File: src/rtl/ads1675_serial_rx.sv
// ADS1675 serial receiver: oversamples SCLK/DRDY/DOUT in the aclk domain and emits sign-extended samples on AXI4-Stream.
// Optional stall timeout in SHIFT is enabled by defining ADS_RX_TIMEOUT_EN.
module ads1675_serial_rx #(
    parameter int DATA_WIDTH     = 24,
    parameter int OUT_WIDTH      = 32,
    parameter int SYNC_STAGES    = 2,
    parameter int TIMEOUT_CYCLES = 256
) (
    input  logic                 aclk,
    input  logic                 aresetn,
    input  logic                 en,
    input  logic                 sclk,
    input  logic                 drdy,
    input  logic                 dout,
    output logic [OUT_WIDTH-1:0] m_axis_tdata,
    output logic                 m_axis_tvalid,
    input  logic                 m_axis_tready,
    output logic                 busy,
    output logic                 frame_err,
    output logic [15:0]          overrun_cnt
);

    localparam int                CNT_W    = $clog2(DATA_WIDTH);
    localparam logic [CNT_W-1:0]  LAST_CNT = CNT_W'(DATA_WIDTH - 1);

    typedef enum logic {
        IDLE,
        SHIFT
    } state_t;

    generate
        if (SYNC_STAGES < 2) begin : g_bad_sync
            $error("ads1675_serial_rx: SYNC_STAGES must be at least 2");
        end
        if (TIMEOUT_CYCLES < 1) begin : g_bad_timeout
            $error("ads1675_serial_rx: TIMEOUT_CYCLES must be at least 1");
        end
    endgenerate

    // ------------------------------------------------------------------
    // Synchronizers: bit 2 = sclk, bit 1 = drdy, bit 0 = dout
    // ------------------------------------------------------------------
    logic [2:0] sync_q [SYNC_STAGES];
    logic [1:0] hist_q;

    // NOTE: synchronizer flops are reset so no false edge is seen right after reset.
    always_ff @(posedge aclk or negedge aresetn) begin
        if (!aresetn) begin
            for (int i = 0; i < SYNC_STAGES; i++) sync_q[i] <= '0;
            hist_q <= '0;
        end else begin
            sync_q[0] <= {sclk, drdy, dout};
            for (int i = 1; i < SYNC_STAGES; i++) sync_q[i] <= sync_q[i-1];
            hist_q <= sync_q[SYNC_STAGES-1][2:1];
        end
    end

    logic sclk_s, drdy_s, dout_s;
    logic sclk_rise, drdy_fall;

    assign sclk_s    = sync_q[SYNC_STAGES-1][2];
    assign drdy_s    = sync_q[SYNC_STAGES-1][1];
    assign dout_s    = sync_q[SYNC_STAGES-1][0];
    assign sclk_rise = sclk_s & ~hist_q[1];
    assign drdy_fall = ~drdy_s & hist_q[0];

    // ------------------------------------------------------------------
    // Frame FSM
    // ------------------------------------------------------------------
    state_t                state_q, state_d;
    logic [CNT_W-1:0]      cnt_q, cnt_d;
    logic [DATA_WIDTH-2:0] shreg_q, shreg_d;
    logic                  ferr_q, ferr_d;
    logic                  frame_done;
`ifdef ADS_RX_TIMEOUT_EN
    localparam int                TMO_W    = $clog2(TIMEOUT_CYCLES + 1);
    localparam logic [TMO_W-1:0]  TMO_LAST = TMO_W'(TIMEOUT_CYCLES - 1);
    logic [TMO_W-1:0]      tmo_q, tmo_d;
`endif

    // NOTE: every combinational output gets a default first so no latch is inferred.
    always_comb begin
        state_d    = state_q;
        cnt_d      = cnt_q;
        shreg_d    = shreg_q;
        ferr_d     = 1'b0;
        frame_done = 1'b0;
`ifdef ADS_RX_TIMEOUT_EN
        tmo_d      = tmo_q;
`endif
        if (!en) begin
            state_d = IDLE;
            cnt_d   = '0;
            shreg_d = '0;
        end else begin
            case (state_q)
                IDLE: begin
                    if (drdy_fall) begin
                        state_d = SHIFT;
                        cnt_d   = '0;
                        shreg_d = '0;
`ifdef ADS_RX_TIMEOUT_EN
                        tmo_d   = '0;
`endif
                    end
                end
                SHIFT: begin
                    // A DRDY fall beats a coincident SCLK rise: the frame restarts.
                    if (drdy_fall) begin
                        ferr_d  = 1'b1;
                        cnt_d   = '0;
                        shreg_d = '0;
`ifdef ADS_RX_TIMEOUT_EN
                        tmo_d   = '0;
`endif
                    end else if (sclk_rise) begin
                        if (cnt_q == LAST_CNT) begin
                            frame_done = 1'b1;
                            state_d    = IDLE;
                            cnt_d      = '0;
                        end else begin
                            cnt_d   = cnt_q + CNT_W'(1);
                            shreg_d = {shreg_q[DATA_WIDTH-3:0], dout_s};
                        end
`ifdef ADS_RX_TIMEOUT_EN
                        tmo_d = '0;
                    end else if (tmo_q == TMO_LAST) begin
                        ferr_d  = 1'b1;
                        state_d = IDLE;
                        cnt_d   = '0;
                        shreg_d = '0;
                    end else begin
                        tmo_d = tmo_q + TMO_W'(1);
`endif
                    end
                end
                default: state_d = IDLE;
            endcase
        end
    end

    // NOTE: sequential state uses non-blocking assignments only.
    always_ff @(posedge aclk or negedge aresetn) begin
        if (!aresetn) begin
            state_q <= IDLE;
            cnt_q   <= '0;
            shreg_q <= '0;
            ferr_q  <= 1'b0;
`ifdef ADS_RX_TIMEOUT_EN
            tmo_q   <= '0;
`endif
        end else begin
            state_q <= state_d;
            cnt_q   <= cnt_d;
            shreg_q <= shreg_d;
            ferr_q  <= ferr_d;
`ifdef ADS_RX_TIMEOUT_EN
            tmo_q   <= tmo_d;
`endif
        end
    end

    // ------------------------------------------------------------------
    // Single-entry output register
    // ------------------------------------------------------------------
    logic [DATA_WIDTH-1:0] sample;
    logic [OUT_WIDTH-1:0]  sample_ext;
    logic [OUT_WIDTH-1:0]  tdata_q, tdata_d;
    logic                  tvalid_q, tvalid_d;
    logic [15:0]           ovr_q, ovr_d;
    logic                  drain;

    assign sample     = {shreg_q, dout_s};
    assign sample_ext = {{(OUT_WIDTH - DATA_WIDTH){sample[DATA_WIDTH-1]}}, sample};
    assign drain      = tvalid_q & m_axis_tready;

    always_comb begin
        tvalid_d = tvalid_q;
        tdata_d  = tdata_q;
        ovr_d    = ovr_q;
        if (drain) tvalid_d = 1'b0;
        if (frame_done) begin
            if (!tvalid_q || drain) begin
                tvalid_d = 1'b1;
                tdata_d  = sample_ext;
            end else if (ovr_q != 16'hFFFF) begin
                ovr_d = ovr_q + 16'd1;
            end
        end
    end

    always_ff @(posedge aclk or negedge aresetn) begin
        if (!aresetn) begin
            tvalid_q <= 1'b0;
            tdata_q  <= '0;
            ovr_q    <= '0;
        end else begin
            tvalid_q <= tvalid_d;
            tdata_q  <= tdata_d;
            ovr_q    <= ovr_d;
        end
    end

    assign m_axis_tdata  = tdata_q;
    assign m_axis_tvalid = tvalid_q;
    assign busy          = (state_q == SHIFT);
    assign frame_err     = ferr_q;
    assign overrun_cnt   = ovr_q;

endmodule

File: config.mk
export PLATFORM = sky130hd
export DESIGN_NAME = ads1675_serial_rx
export DESIGN_NICKNAME = d
export VERILOG_FILES = /design/src/rtl/ads1675_serial_rx.sv
export SDC_FILE = /design/constraint.sdc
export NUM_CORES = 1
export LEC_CHECK = 0
export CAP_MARGIN = 20
export CORE_UTILIZATION = 47
export DETAILED_ROUTE_END_ITERATION = 10
export HOLD_SLACK_MARGIN = 0.05
export PLACE_DENSITY = 0.87
export SYNTH_ARGS = -nofsm -noshare
export SYNTH_HDL_FRONTEND = slang
export SYNTH_SLANG_ARGS = --single-unit
File: constraint.sdc
create_clock -name aclk -period 2.23 [get_ports aclk]
set_clock_uncertainty 0.2 [all_clocks]
set_input_delay 0.223 -clock aclk [delete_from_list [all_inputs] [get_ports aclk]]
set_output_delay 0.223 -clock aclk [all_outputs]
set_load 0.01 [all_outputs]
== Yosys cells after proc, flatten, opt, wreduce, memory -nomap -nowiden ==
Cells that the tools add are included.

* Flip-flop bits (word level): 79
* Input bits: 7
* Output and inout port bits: 51
* Word-level logic and storage cells: 58

* $add $sub $neg: 2
* Equality and inequality tests: 5
* Mux-type cells: 28
* Bitwise operators: 7
* Reductions and logical operators: 6

{| class="wikitable"
|+ Operators with widths
! cell !! number
|-
| $mux W23 || 5
|-
| $pmux W23 S2 || 1
|-
| $mux W5 || 5
|-
| $add A16 B1 Y16 const B || 1
|-
| $ne A16 B16 Y1 const B || 1
|-
| $mux W1 || 15
|-
| $pmux W5 S2 || 1
|-
| $ne A4 B4 Y1 const B || 2
|-
| $reduce_and A3 Y1 || 2
|-
| $add A5 B1 Y5 const B || 1
|-
| $eq A5 B5 Y1 const B || 1
|-
| $not A1 Y1 || 4
|-
| $reduce_and A2 Y1 || 2
|-
| $and A1 B1 Y1 || 3
|-
| $ne A3 B3 Y1 const B || 1
|-
| $pmux W1 S2 || 1
|-
| $logic_not A1 Y1 || 1
|-
| $logic_or A1 B1 Y1 || 1
|}

== Longest topological paths before layout ==
* Word-level depth: 7
* Depth in mapped cells: 7
* Gate-level depth less buffers: 6

== Least setup slack after synthesis ==
Ideal clock, no wire load.

* Path type: flip-flop to flip-flop
* Start point: reg cnt_q[0]
* End point: reg tdata_q[10] (netlist: m_axis_tdata[10])
* Setup time: 0.125 ns
* Arrival: 2.071 ns
* Required time: 1.905 ns
* Setup slack: -0.166 ns
* Stages on the path, launching flop included: 8
* Path buffers: 2
* Period minus slack after synthesis: 2.396 ns
* Cell sequence: dfrtp_1 ha_1 nand4b_2 or4b_4 and2b_1 buf_2 buf_4 mux2_2

* Cells in the longest elaborated chain, start to end: 7

{| class="wikitable"
|+ Ends and longest elaborated chain
! item !! RTL line !! RTL
|-
| start, declared || 71 || <nowiki>logic [CNT_W-1:0] cnt_q, cnt_d;</nowiki>
|-
| start signal, assigned || 154 || <nowiki>cnt_q <= cnt_d;</nowiki>
|-
| $eq A5 B5 Y1 || 117 || <nowiki>if (cnt_q == LAST_CNT) begin</nowiki>
|-
| $mux W1 || 117 ||
|-
| $mux W1 || 116 || <nowiki>end else if (sclk_rise) begin</nowiki>
|-
| $mux W1 || 109 || <nowiki>if (drdy_fall) begin</nowiki>
|-
| $mux W1 || 96 || <nowiki>case (state_q)</nowiki>
|-
| $mux W1 || 91 || <nowiki>if (!en) begin</nowiki>
|-
| $reduce_and A2 Y1 (no line) || -- ||
|-
| end signal, assigned || 199 || <nowiki>tdata_q <= tdata_d;</nowiki>
|-
| end, declared || 168 || <nowiki>logic [OUT_WIDTH-1:0] tdata_q, tdata_d;</nowiki>
|}

Every way passes these cells.
A chain may end at the register's enable or synchronous reset.

== Worst setup path in the final report ==
* Start point: reg cnt_q[1]
* End point: reg tdata_q[21] (netlist: m_axis_tdata[21])

The elaborated chain is that of the path after synthesis.

==> results.yml <==
status:
  status: "finished with violations"
  violations: "design-rule violations, negative setup slack"
cts:
  cts_buffers: 9
  clk_path_buf_depth: 2
  cts_max_level: 3
  clkTransAtPathRegs_ns: 0.08
  cts_tree: "built"
  clkLatencyLatePin_ns: 0.35
  clockRootBuffer: "clkbuf_8"
  cts_sinks: 79
worst_setup_path:
  crit_start: "cnt_q[1]"
  r2r_slack_ns: -0.17
  cp_cell_sequence: "ha_4 > nand4b_4 > or4b_4 > and2b_4 > clkbuf_16 > mux2_4"
  r2r-start: "cnt_q[1]"
  reg2reg_to: "m_axis_tdata[21]"
  r2r_cells: 6
  crit_path_max_incr_delay_ns: 0.56
  slowest_stage: "or4b_4"
  end_kind: "register"
  cp.required_ns: 2.26
  crit_fanout: 6
  critical_path_arrival_ns: 2.43
  crit_type: "reg -> reg"
  cp-start-kind: "register"
timing:
  worstMarginPinSlew_ns: 0.464
  slew_headroom: 0.691
  period_minus_slack_ns: 2.40
  maxSlewViolCount: 0
  hold_viol: 0
  fin_crit_sh: 1.08
  max_freq_mhz: 417
  rsz0062_at_grt: "true"
  finalWorstSetupSlack_ns: -0.169
  setup_viol: 38
finish:
  fin_nets: 319
  drive_gt1_frac: 0.309
  fill_cells: 430
  stdcell_area_um2: 4440
  finalNonFillerCells: 391
  syn_to_final_growth_pct: 37.7
  n_antenna_cell: 0
grt:
  grt_pass1_vias: 2054
  grt_pass1_wl_um: 10400
  antenna_found_initial: 0
  grt.overflow.total: 0
  grt_max_degree: 47
  grt_usage: 0.190
synthesis:
  synth.top_cell.area_share: 0.614
  avgSynthCellArea_um2: 14.1
  ys_ff_latch: 79
  synth_ff_type: "dfrtp_1"
  yosys_warnings: 0
  synthesis.nets: 238
  synth_edf_count: 0
  synth_seq_area_share: 0.614
  synth_most_common_cell: "dfrtp_1"
  synth_compound_area_frac: 0.0765
  synth-xor-area-share: 0.0528
  synthAdderAreaFrac: 0.00777
  netlist.top_cell.by_area: "dfrtp_1"
  syn_inst: 229
  synth_top_family_by_area: "simple AND/OR/NAND/NOR gates"
  synth_cell_types: 37
  synthMuxAreaShare: 0.0971
  synth_commonest_cells: "dfrtp_1, mux2_2, a22o_1"
  synthesis.area_um2: 3220
  synthArstFlopShare: 1.00
  synth_simple_gate_area_frac: 0.111
  synth_area_leaders: "dfrtp_1, mux2_2, a22o_1, xor2_1, buf_4"
floorplanning:
  die_h_um: 84.8
  rows: 29
  dieArea_um2: 7190
  start_util: 0.496
  ios: 58
  core_um2: 6490
  die_w_um: 84.8
power_and_ir_drop:
  clockPowerShare: 0.388
  netSwitchingFraction: 0.232
  vdd_ir_drop_max_mv: 0.381
  p_int_w: 0.00191
  power.density_nw_per_um2: 560
  power_frac_seq: 0.582
  p_leak_nw: 2.08
  power_switching_w: 0.000576
  p_comb_frac: 0.030
placed_design:
  place_inst: 366
  gp_congestion: 0.814
  dpl.hpwl_um: 4180
  place_area_um2: 4060
  portBuffers: 57
  dpl_worst_slack_ns: -0.285
min_path:
  hold_class: "in -> reg"
  hold_end: "sync_q[4]"
  holdCritStartpoint: "drdy"
  holdPathStages: 1
routing:
  first_iter_violations: 74
  routed_wl_um: 6670
  firstDrtPassIters: 9
  vias: 2126
  detail-route-antenna-nets: 0
  route.detailed.drc: 5
  avgRoutedWirePerCell_um: 17.1
  viasPerCell: 5.44
run:
  cap_violations: 0
metrics by stage:
| stage | hold slack [ns] | util | TNS (ns) | power (W) |
|---|---|---|---|---|
| final | 0.116 | 0.683 | -4.86 | 0.00248 |
| after global routing | 0.0908 | 0.683 | -7.21 | 0.00260 |
| after CTS | 0.0897 | 0.662 | -4.35 | 0.00252 |
| after detailed placement | 0.00379 | 0.625 | -7.87 | 0.00155 |
| after global placement | -0.00937 | 0.625 | -6.45 | 0.00155 |
| after floorplan | -0.273 | - | -1.08 | 0.00149 |
cells in the final DEF, fill, tap and decap left out, types with 6 or more instances in the layout:
master and instances:
nand3_1 6, nor2_1 6, a22o_1 24, clkdlybuf4s50_1 56
buf_4 17, xor2_1 8, clkbuf_8 10, nor2_4 9
mux2_4 24, dfrtp_1 79, nand2_1 9, buf_6 9
routing by layer:
metal,part of all wire,GRT usage,vias up
met1,0.45,0.253,1082
met4,0.0064,0.0616,0
met5,0,0,-
li1,-,-,959
met3,0.046,0.0501,4
met2,0.50,0.305,81
worst max path at each step:
stage / slack, ns / end
finish: -0.17 / m_axis_tdata[21]
global route: -0.22 / m_axis_tdata[21]
CTS: -0.16 / m_axis_tdata[3]
detailed placement: -0.28 / overrun_cnt[3]
global placement: -0.22 / overrun_cnt[3]
floorplan: -0.05 / m_axis_tdata[10]
state kept, by name, indices dropped and copies added, names as in the netlist, 2 cells and up:
register and flops:
m_axis_tdata 24, cnt_q 5, hist_q 2, overrun_cnt 16, shreg_q 23, sync_q 3
worst max-delay path: cells and delay by family, from the launching register on:
kind / cells / cell delay [ns]
flip-flops: 1 / 0.41
adder cells (fa/ha/maj): 1 / 0.17
AND/OR/NAND/NOR: 3 / 1.02
buffers and inverters: 1 / 0.18
multiplexers: 1 / 0.30
final cells by class:
cell class	count	area (um^2)	area share
clock buffer	10	138	0.0310
timing repair buffer	87	890	0.201
multi-input combinational	131	1290	0.290
sequential	79	1980	0.446
clock inverter	5	40.0	0.00903
tap	77	96.3	0.0217
inverter	2	7.51	0.00169
power groups by stage:
stage	Sequential (W)	Combinational [W]	Clock [W]
floorplan	0.00147	0.0000197	0
global placement	0.00147	0.0000736	0
detailed placement	0.00147	0.0000765	0
CTS	0.00145	0.0000778	0.000999
global route	0.00145	0.0000854	0.00107
finish	0.00145	0.0000756	0.000963
kinds of logic (layout without fill, tap and decap cells):
group                      count (synthesis)  in the layout
muxes                                     28             28
AOI/OAI and AO/OA                         29             30
xor gates and xnor gates                  16             16
DFF                                       79             79
and+or+nand+nor                           55             55
buffers and inverters                     20            104
adders and majority gates                  2              2
timing repair:
item,in CTS,in global routing
resized for setup,5,15
hold buffers,1,0
endpoints found under the hold margin,79,0
pin swaps,4,6
cloned,1,3
setup buffers,3,2
endpoints found under the setup margin,40,40
(Power assumes the default switching activity.)
